$ cat src/rtl/ultrasonic_pkg.sv
// Shared types and default timing for the HC-SR04-style echo responder.
// CyclesPerCm50M is also used by sensor_driver for its distance conversion.
package ultrasonic_pkg;

  typedef enum logic [2:0] {
    StIdle,
    StTrigHigh,
    StBurst,
    StEcho,
    StHoldoff
  } state_e;

  // 58 us/cm round-trip at 50 MHz
  localparam int unsigned CyclesPerCm50M = 2900;

  localparam int unsigned DefMinTrigCycles = 500;      // 10 us
  localparam int unsigned DefBurstCycles   = 10000;    // 200 us
  localparam int unsigned DefMaxRangeCm    = 400;
  localparam int unsigned DefTimeoutCycles = 1900000;  // 38 ms no-object echo
  localparam int unsigned DefHoldoffCycles = 50000;    // 1 ms dead time
  localparam int unsigned DefCountW        = 22;
  localparam int unsigned DefDistW         = 9;

endpackage

$ cat src/rtl/sync_2ff.sv
// Generic two-flop synchronizer for asynchronous GPIO inputs.
// No reset: the chain keeps tracking the pin while the core is held in reset.
module sync_2ff #(
  parameter int unsigned Width = 1
) (
  input  logic             clk_i,
  input  logic [Width-1:0] d_i,
  output logic [Width-1:0] q_o
);

  logic [Width-1:0] meta_q;
  logic [Width-1:0] sync_q;

  // Two back-to-back flops to settle metastability
  always_ff @(posedge clk_i) begin
    meta_q <= d_i;
    sync_q <= meta_q;
  end

  assign q_o = sync_q;

endmodule

$ cat src/rtl/ultrasonic_echo_responder.sv
// HC-SR04-style sensor model: answers a trigger pulse with an echo pulse whose
// width encodes distance_cm. Optional macro ECHO_JITTER_EN adds an 8-bit LFSR
// value to every echo length.
module ultrasonic_echo_responder
  import ultrasonic_pkg::*;
#(
  parameter int unsigned MIN_TRIG_CYCLES = DefMinTrigCycles,
  parameter int unsigned BURST_CYCLES    = DefBurstCycles,
  parameter int unsigned CYCLES_PER_CM   = CyclesPerCm50M,
  parameter int unsigned MAX_RANGE_CM    = DefMaxRangeCm,
  parameter int unsigned TIMEOUT_CYCLES  = DefTimeoutCycles,
  parameter int unsigned HOLDOFF_CYCLES  = DefHoldoffCycles,
  parameter int unsigned COUNT_W         = DefCountW,
  parameter int unsigned DIST_W          = DefDistW
) (
  input  logic              clk,
  input  logic              reset,
  input  logic              trig,
  input  logic [DIST_W-1:0] distance_cm,
  output logic              echo,
  output logic              busy,
  output logic              short_trig,
  output logic [7:0]        echo_count
);

  localparam logic [COUNT_W-1:0] CntOne      = COUNT_W'(1);
  localparam logic [COUNT_W-1:0] MinTrig     = COUNT_W'(MIN_TRIG_CYCLES);
  localparam logic [COUNT_W-1:0] BurstLast   = COUNT_W'(BURST_CYCLES - 1);
  localparam logic [COUNT_W-1:0] HoldoffLast = COUNT_W'(HOLDOFF_CYCLES - 1);
  localparam logic [COUNT_W-1:0] CmLen       = COUNT_W'(CYCLES_PER_CM);
  localparam logic [COUNT_W-1:0] TimeoutLen  = COUNT_W'(TIMEOUT_CYCLES);

  logic trig_s;
  logic trig_d;
  logic trig_rise;

  state_e             state_q, state_d;
  logic [COUNT_W-1:0] cnt_q, cnt_d;
  logic [DIST_W-1:0]  dist_q, dist_d;
  logic [COUNT_W-1:0] len_q, len_d;
  logic               echo_q, echo_d;
  logic               short_trig_q, short_trig_d;
  logic [7:0]         echo_count_q, echo_count_d;
  logic [COUNT_W-1:0] base_len;
  logic [COUNT_W-1:0] jitter;
  logic [COUNT_W:0]   echo_elapsed;

  sync_2ff #(
    .Width(1)
  ) u_trig_sync (
    .clk_i(clk),
    .d_i  (trig),
    .q_o  (trig_s)
  );

  // Edge-detect delay is deliberately not reset: a trig held high through reset
  // must not look like a fresh rising edge once reset releases.
  always_ff @(posedge clk) begin
    trig_d <= trig_s;
  end

  assign trig_rise = trig_s & ~trig_d;

`ifdef ECHO_JITTER_EN
  logic [7:0] lfsr_q;

  // Fibonacci LFSR, taps 8,6,5,4, free-running every cycle
  always_ff @(posedge clk) begin
    if (reset) begin
      lfsr_q <= 8'hA5;
    end else begin
      lfsr_q <= {lfsr_q[6:0], lfsr_q[7] ^ lfsr_q[5] ^ lfsr_q[4] ^ lfsr_q[3]};
    end
  end

  assign jitter = COUNT_W'(lfsr_q);
`else
  assign jitter = '0;
`endif

  // Echo length from the latched distance; out-of-range or zero means no object
  always_comb begin
    if (dist_q == '0 || 32'(dist_q) > MAX_RANGE_CM) begin
      base_len = TimeoutLen;
    end else begin
      base_len = COUNT_W'(dist_q) * CmLen;
    end
  end

  // One extra bit so a full-scale echo length cannot wrap the end-of-echo compare
  assign echo_elapsed = {1'b0, cnt_q} + {{COUNT_W{1'b0}}, 1'b1};

  // State, counters and registered outputs
  always_ff @(posedge clk) begin
    if (reset) begin
      state_q      <= StIdle;
      cnt_q        <= '0;
      dist_q       <= '0;
      len_q        <= '0;
      echo_q       <= 1'b0;
      short_trig_q <= 1'b0;
      echo_count_q <= '0;
    end else begin
      state_q      <= state_d;
      cnt_q        <= cnt_d;
      dist_q       <= dist_d;
      len_q        <= len_d;
      echo_q       <= echo_d;
      short_trig_q <= short_trig_d;
      echo_count_q <= echo_count_d;
    end
  end

  // Next-state logic for the trigger/burst/echo/holdoff sequence
  always_comb begin
    state_d      = state_q;
    cnt_d        = cnt_q;
    dist_d       = dist_q;
    len_d        = len_q;
    echo_d       = 1'b0;
    short_trig_d = 1'b0;
    echo_count_d = echo_count_q;

    unique case (state_q)
      StIdle: begin
        if (trig_rise) begin
          state_d = StTrigHigh;
          cnt_d   = CntOne;
        end
      end

      StTrigHigh: begin
        if (trig_s) begin
          if (cnt_q != '1) begin
            cnt_d = cnt_q + CntOne;
          end
        end else if (cnt_q >= MinTrig) begin
          dist_d  = distance_cm;
          cnt_d   = '0;
          state_d = StBurst;
        end else begin
          short_trig_d = 1'b1;
          cnt_d        = '0;
          state_d      = StIdle;
        end
      end

      StBurst: begin
        if (cnt_q >= BurstLast) begin
          len_d   = base_len + jitter;
          cnt_d   = '0;
          echo_d  = 1'b1;
          state_d = StEcho;
        end else begin
          cnt_d = cnt_q + CntOne;
        end
      end

      StEcho: begin
        if (echo_elapsed >= {1'b0, len_q}) begin
          echo_count_d = echo_count_q + 8'd1;
          cnt_d        = '0;
          state_d      = StHoldoff;
        end else begin
          cnt_d  = cnt_q + CntOne;
          echo_d = 1'b1;
        end
      end

      StHoldoff: begin
        if (cnt_q >= HoldoffLast) begin
          cnt_d   = '0;
          state_d = StIdle;
        end else begin
          cnt_d = cnt_q + CntOne;
        end
      end

      default: begin
        cnt_d   = '0;
        state_d = StIdle;
      end
    endcase
  end

  assign echo       = echo_q;
  assign busy       = (state_q != StIdle);
  assign short_trig = short_trig_q;
  assign echo_count = echo_count_q;

endmodule

$ cat config.mk
export PLATFORM = sky130hd
export DESIGN_NAME = ultrasonic_echo_responder
export DESIGN_NICKNAME = d
export VERILOG_FILES = /design/src/rtl/ultrasonic_pkg.sv /design/src/rtl/sync_2ff.sv /design/src/rtl/ultrasonic_echo_responder.sv
export SDC_FILE = /design/constraint.sdc
export NUM_CORES = 1
export LEC_CHECK = 0
export ABC_AREA = 0
export ABC_CLOCK_PERIOD_IN_PS = 5200
export CAP_MARGIN = 0
export CORE_AREA = 2 2 96 98
export DETAILED_ROUTE_END_ITERATION = 8
export DIE_AREA = 0 0 98 100
export PLACE_DENSITY = 0.9
export SYNTH_ARGS = -nofsm -noshare
export SYNTH_HDL_FRONTEND = slang
export SYNTH_SLANG_ARGS = --single-unit
$ cat constraint.sdc
create_clock -name clk -period 5.2 [get_ports clk]
set_input_delay 0.78 -clock clk [delete_from_list [all_inputs] [get_ports clk]]
set_output_delay 0.78 -clock clk [all_outputs]
set_load 0.005 [all_outputs]
==> results.toml, run 1 <==
[cts]
h-tree-depth = 3
clockRootBuffer = "clkbuf_8"
cts_buffers = 9
postCtsSetupRepairBufs = 0
cts.clk_slew.worst_paths_ps = 70
clk_latency_ps = 350
clockBufferDepth = 2
cts_sinks = 66
cts_tree = "built"

[final_layout]
finalNetCount = 725
syn2layout_area_growth_pct = 8.279
drive_gt1_share_pct = 5.797
fin_area_sq_um = 5793
n_antenna_cell = 0
stdcell_count = 732

[yosys]
synth_seq_area_share_pct = 24.70
synth_edf_count = 0
synthTopCellsByArea = "dfxtp_1, ha_1, fa_1"
syn_nets = 715
synthMuxAreaShare_pct = 2.058
synth_fa_ha_area_share_pct = 25.91
ys_ff_latch = 66
yosysWarnings = 0
synth-async-reset-ratio_pct = 0
synth_area_per_cell_sq_um = 8.829
synthCells = 606
synth_flop_cell = "dfxtp_1"
yosysTopAreaCell = "dfxtp_1"
synth_top_area_share_pct = 24.70
synth_top_family_by_area = "adder cells"
synth-compound-area-share_pct = 16.32
yosys.area_share.simple_pct = 16.07
yosys.cell_types.count = 64
syn_area_sq_um = 5350
synth_xor_area_share_pct = 5.075

[outcome]
status = "finished clean"

[sta]
clock.fmax_mhz = 210.0
setup_tns_ps = 0
setup_viol = 0
period_needed_ps = 4762
timing.hold.ws_ps = 335.4
rsz0062_at_grt = "false"
tightestPinTransition_ps = 1275
max-slew-margin-rel_pct = 14.67
slew_violations = 0
fin_skew_ps = 7.144
timing.final.crit_share_pct = 91.58
hold_viol_final = 0

[routing]
detail-route-antenna-nets = 0
first_iter_violations = 173
vias_per_cell = 5.918
drc = 0
routed_wl_mm = 11.56
drt_first_pass_iters = 4
wire_per_inst_um = 15.79
num_vias = 4332

[floorplan]
die_h_um = 100
die_area_sq_um = 9800
core_sq_um = 8890
initial_core_util_pct = 60.18
io_pins = 23
die-width_um = 98
placementRows = 35

[pwr]
total_power_w = 0.001025
p_per_area_nw_per_um2 = 176.9
ir_drop_uv = 106.1
p_leak_nw = 2.658

[place]
io_buffers = 22
gp_congestion = 0.9311
numPlacedInstances = 716
dp_hpwl_mm = 8.900
dpl-instance-area_sq_um = 5573

[grt]
grt-ovfl-total = 0
grt_pass1_vias = 4353
grt_max_degree = 49
antenna_found_initial = 0
grt_pass1_wl_mm = 19.38
grt_use_total_pct = 24.57

[hold_path]
holdPathEnd = "u_trig_sync.q_o$_DFF_P_"
holdPathStages = 0
hold_start = "u_trig_sync.meta_q$_DFF_P_"
hp-class = "flip-flop to flip-flop"

[worst_setup_path]
cp.arrival_ps = 5010
cp_max_fo = 9
timing.rr.start = "dist_q[4]$_SDFFE_PP0P_"
cp-start-kind = "flip-flop"
r2r_setup_slack_ps = 440
critPathRequiredTime_ps = 5450
rr_worst_depth = 14
critPathKind = "flip-flop to flip-flop"
reg2reg_to = "len_q[19]$_SDFFE_PP0P_"
cp-end-kind = "flip-flop"

[job]
drv_cap = 0
==> worst max-delay path by stage <==
stage | start | end
finish | dist_q[4]$_SDFFE_PP0P_ | len_q[19]$_SDFFE_PP0P_
global route | dist_q[4]$_SDFFE_PP0P_ | len_q[19]$_SDFFE_PP0P_
CTS | dist_q[4]$_SDFFE_PP0P_ | len_q[19]$_SDFFE_PP0P_
detailed placement | dist_q[4]$_SDFFE_PP0P_ | len_q[19]$_SDFFE_PP0P_
global placement | dist_q[4]$_SDFFE_PP0P_ | len_q[19]$_SDFFE_PP0P_
floorplan | dist_q[4]$_SDFFE_PP0P_ | len_q[20]$_SDFFE_PP0P_
==> cells in the mapped netlist (all sizes together), types with 16 or more instances <==
| master | number |
|---|---|
| inv | 99 |
| fa | 23 |
| a21oi | 29 |
| xor2 | 16 |
| ha | 74 |
| a32o | 17 |
| nand3 | 20 |
| o21ai | 19 |
| nor2 | 48 |
| dfxtp | 66 |
| nand2 | 30 |
==> flip-flops by register name, indices dropped and copies added, names as in the netlist <==
name,flops
state_q,3
echo,1
len_q,19
dist_q,9
cnt_q,22
trig_d,1
echo_count,8
short_trig,1
u_trig_sync.q_o,1
u_trig_sync.meta_q,1
==> cells by family after synthesis <==
group,count (synthesis)
fa+ha+maj,97
buf+inv,124
compound gates,116
xor+xnor,31
mux,11
flops,66
simple gates,161
==> layer usage <==
metal	wire (um)	vias up	global-route usage, %
li1	-	2126	-
met3	471	38	5.084
met2	5809	115	44.31
met1	4848	2053	27.71
met4	428	0	11.97
met5	0	-	0
==> what timing repair did <==
action	in CTS	in global routing
setup endpoints to repair	0	2
hold buffers	0	0
resized for setup	0	1
==> final cells by class <==
type	count	area, sq um
Multi-Input combinational cell	416	3507
Inverter	99	371.6
Clock buffer	11	141.4
Sequential cell	66	1321
Tap cell	111	138.9
Timing Repair Buffer	24	235.2
Fill cell	710	3097
Clock inverter	5	77.57
==> worst max-delay path, stage by stage, from the launching register on <==
cell       delay, ps
dfxtp_1          510
inv_1            130
ha_1             310
inv_1             80
fa_1             440
fa_1             520
fa_1             550
inv_1             40
ha_1             340
a2111oi_1        480
o21ai_0          230
a221oi_1         410
o21ai_0          180
xnor2_1          160
a221oi_1         270
==> report_power, final <==
group / internal [W] / total, W / switching [W]
clock network: 0.000281 / 0.000482 / 0.000200
logic: 0.0000136 / 0.0000332 / 0.0000196
registers: 0.000508 / 0.000510 / 0.00000263
==> stage by stage <==
stage	util, %	worst slack (ps)
3_5_place_dp	62.69	375.4
4_1_cts	65.15	340.4
6_report	65.17	437.7
5_1_grt	65.17	77.17
3_3_place_gp	62.69	622.7
2_1_floorplan	-	875.2
==> cells in the final DEF, fill, tap and decap left out, drive strengths merged, types with 19 or more instances in the layout <==
cell type | synthesis | layout
nand2 | 30 | 30
dfxtp | 66 | 66
inv | 99 | 99
o21ai | 19 | 19
clkdlybuf4s50 | 0 | 22
ha | 74 | 74
nand3 | 20 | 20
fa | 23 | 23
nor2 | 48 | 48
a21oi | 29 | 29
No activity file was read; power rests on OpenSTA's default activity.
==> run 2: changes to the inputs <==
--- a/config.mk
+++ b/config.mk
@@ -8,10 +8,11 @@
 export ABC_AREA = 0
 export ABC_CLOCK_PERIOD_IN_PS = 5200
 export CAP_MARGIN = 0
-export CORE_AREA = 2 2 96 98
+export CORE_AREA = 2 2 95 97
+export CTS_BUF_LIST = sky130_fd_sc_hd__clkbuf_4 sky130_fd_sc_hd__clkbuf_8
 export DETAILED_ROUTE_END_ITERATION = 8
-export DIE_AREA = 0 0 98 100
-export PLACE_DENSITY = 0.9
+export DIE_AREA = 0 0 97 99
+export PLACE_DENSITY = 0.8
 export SYNTH_ARGS = -nofsm -noshare
 export SYNTH_HDL_FRONTEND = slang
 export SYNTH_SLANG_ARGS = --single-unit
==> run 2 against run 1 <==
Net effect: routed wire length up 1.3%; cell count down 0.27%; sequential share of layout area up 0.14 points; sequential power about the same; combinational power up 4%; critical endpoint unchanged.
==> results.toml, run 2 (synthesis gave the netlist of run 1 again) <==
[grt]
grt_use_met1_pct = 31.41
grt-ovfl-total = 0
grt_max_degree = 49
grt_busiest_layer = "met2"
grt_use_total_pct = 25.68
grt_pass1_vias = 4340
use_met3_pct = 3.617
grt_pass1_wl_mm = 20.10
grt_util_met2_pct = 45.94
antenna_found_initial = 0

[floorplan]
die_area_sq_um = 9603
die-width_um = 97
initial_core_util_pct = 62.57
io_pins = 23
die_h_um = 99
core_sq_um = 8551
placementRows = 34

[place]
dp_hpwl_mm = 9.052
dp_slack_ps = 442.7
gp_congestion = 0.9401
io_buffers = 22
dpl-instance-area_sq_um = 5577

[cts]
cts.clk_slew.worst_paths_ps = 90
post_cts_resized = 0
h-tree-depth = 3
cts_buffers = 9
ctsHoldBuffers = 0
cts_tree = "built"
clockRootBuffer = "clkbuf_8"
clockBufferDepth = 2
cts_sinks = 66
postCtsSetupRepairBufs = 0
clk_latency_ps = 360

[sta]
timing.final.crit_share_pct = 91.35
tightestPinTransition_ps = 1200
slew_violations = 0
setup_tns_ps = 0
hold_viol_final = 0
setup_viol = 0
clock.fmax_mhz = 210.5
period_needed_ps = 4750
fin_skew_ps = 14.33
rsz0062_at_grt = "false"
max-slew-margin-rel_pct = 19.55
fin_ws_ps = 449.8
timing.hold.ws_ps = 345.9

[worst_setup_path]
critPathKind = "flip-flop to flip-flop"
cp_max_fo = 9
critPathRequiredTime_ps = 5460
r2r_setup_slack_ps = 450
cp-end-kind = "flip-flop"
cp.arrival_ps = 5010
cp-start-kind = "flip-flop"

[routing]
vias_per_cell = 5.925
routed_wl_mm = 11.71
wire_per_inst_um = 16.04
detail-route-antenna-nets = 0
num_vias = 4325
drc = 0
drt_first_pass_iters = 5
first_iter_violations = 278

[final_layout]
fin_area_sq_um = 5757
top_regs = "cnt_q: 22 flops, len_q: 19 flops, dist_q: 9 flops"
n_antenna_cell = 0
syn2layout_area_growth_pct = 7.601
largest_reg_flops = 22
finalNetCount = 726
layout_common_cells = "inv_1, ha_1, dfxtp_1, nor2_1, nand2_1"
largest-register = "cnt_q"
mostFrequentLayoutCell = "inv_1"
drive_gt1_share_pct = 6.109

[pwr]
p_leak_nw = 2.639
p_per_area_nw_per_um2 = 165.4
ir_drop_uv = 123.5

[outcome]
status = "finished clean"

[hold_path]
hp-class = "flip-flop to flip-flop"

[job]
drv_cap = 0
[run 2: cell types whose count changed in the layout (fill, tap and decap cells not counted), sizes merged]
| cell | before | now |
|---|---|---|
| clkbuf | 11 | 10 |
| buf | 2 | 3 |
| inv | 99 | 100 |
| clkinvlp | 1 | 3 |
| bufinv | 2 | 0 |
[run 2: path summary, 6_finish.rpt]
check | start | end | cells past startpoint
worst min-delay path | u_trig_sync.meta_q$_DFF_P_ | u_trig_sync.q_o$_DFF_P_ | 0
worst max register to register | dist_q[4]$_SDFFE_PP0P_ | len_q[19]$_SDFFE_PP0P_ | 14
worst min register to register | u_trig_sync.meta_q$_DFF_P_ | u_trig_sync.q_o$_DFF_P_ | 0
worst max-delay path | dist_q[4]$_SDFFE_PP0P_ | len_q[19]$_SDFFE_PP0P_ | 14
[run 2: worst max-delay path, stage by stage (launching register included)]
cell       delay [ps]
dfxtp_1           510
inv_1             140
ha_1              310
inv_1              70
fa_1              450
fa_1              520
fa_1              540
inv_1              50
ha_1              340
a2111oi_1         480
o21ai_0           230
a221oi_1          440
o21ai_0           190
xnor2_1           150
a221oi_1          230
[run 2: stage by stage]
| step | std cells | util [%] | total power, W |
|---|---|---|---|
| floorplan | 606 | - | 0.0005415 |
| global placement | 714 | 65.22 | 0.0005551 |
| global route | 730 | 67.33 | 0.0009822 |
| CTS | 730 | 67.31 | 0.0009600 |
| detailed placement | 714 | 65.22 | 0.0005559 |
| finish | 730 | 67.33 | 0.0009519 |
[run 2: metal layers]
| metal | up-vias | routed length (um) | part of all wire [%] |
|---|---|---|---|
| li1 | 2127 | - | - |
| met1 | 2076 | 5066 | 43 |
| met2 | 89 | 5862 | 50 |
| met3 | 33 | 467 | 4.0 |
| met4 | 0 | 314 | 2.7 |
| met5 | - | 0 | 0 |
[run 2: final cells by class]
cell class	count	area (sq um)
multi-input combinational	416	3507
fill	700	2794
sequential	66	1321
inverter	99	371.6
timing repair buffer	25	242.7
clock buffer	10	137.6
tap	108	135.1
clock inverter	6	41.29
[run 2: power by group]
| group | total (W) | internal (W) | switching [W] |
|---|---|---|---|
| Clock | 0.000408 | 0.000186 | 0.000222 |
| Sequential | 0.000510 | 0.000507 | 0.00000259 |
| Combinational | 0.0000344 | 0.0000141 | 0.0000203 |
| Total | 0.000952 | 0.000707 | 0.000245 |
==> run 3: changes to the inputs <==
--- a/config.mk
+++ b/config.mk
@@ -13,6 +13,7 @@
 export DETAILED_ROUTE_END_ITERATION = 8
 export DIE_AREA = 0 0 97 99
 export PLACE_DENSITY = 0.8
+export SKIP_LAST_GASP = 1
 export SYNTH_ARGS = -nofsm -noshare
 export SYNTH_HDL_FRONTEND = slang
 export SYNTH_SLANG_ARGS = --single-unit
==> results of run 3 <==
The final DEF is identical to that of run 2; final timing and power are the same.
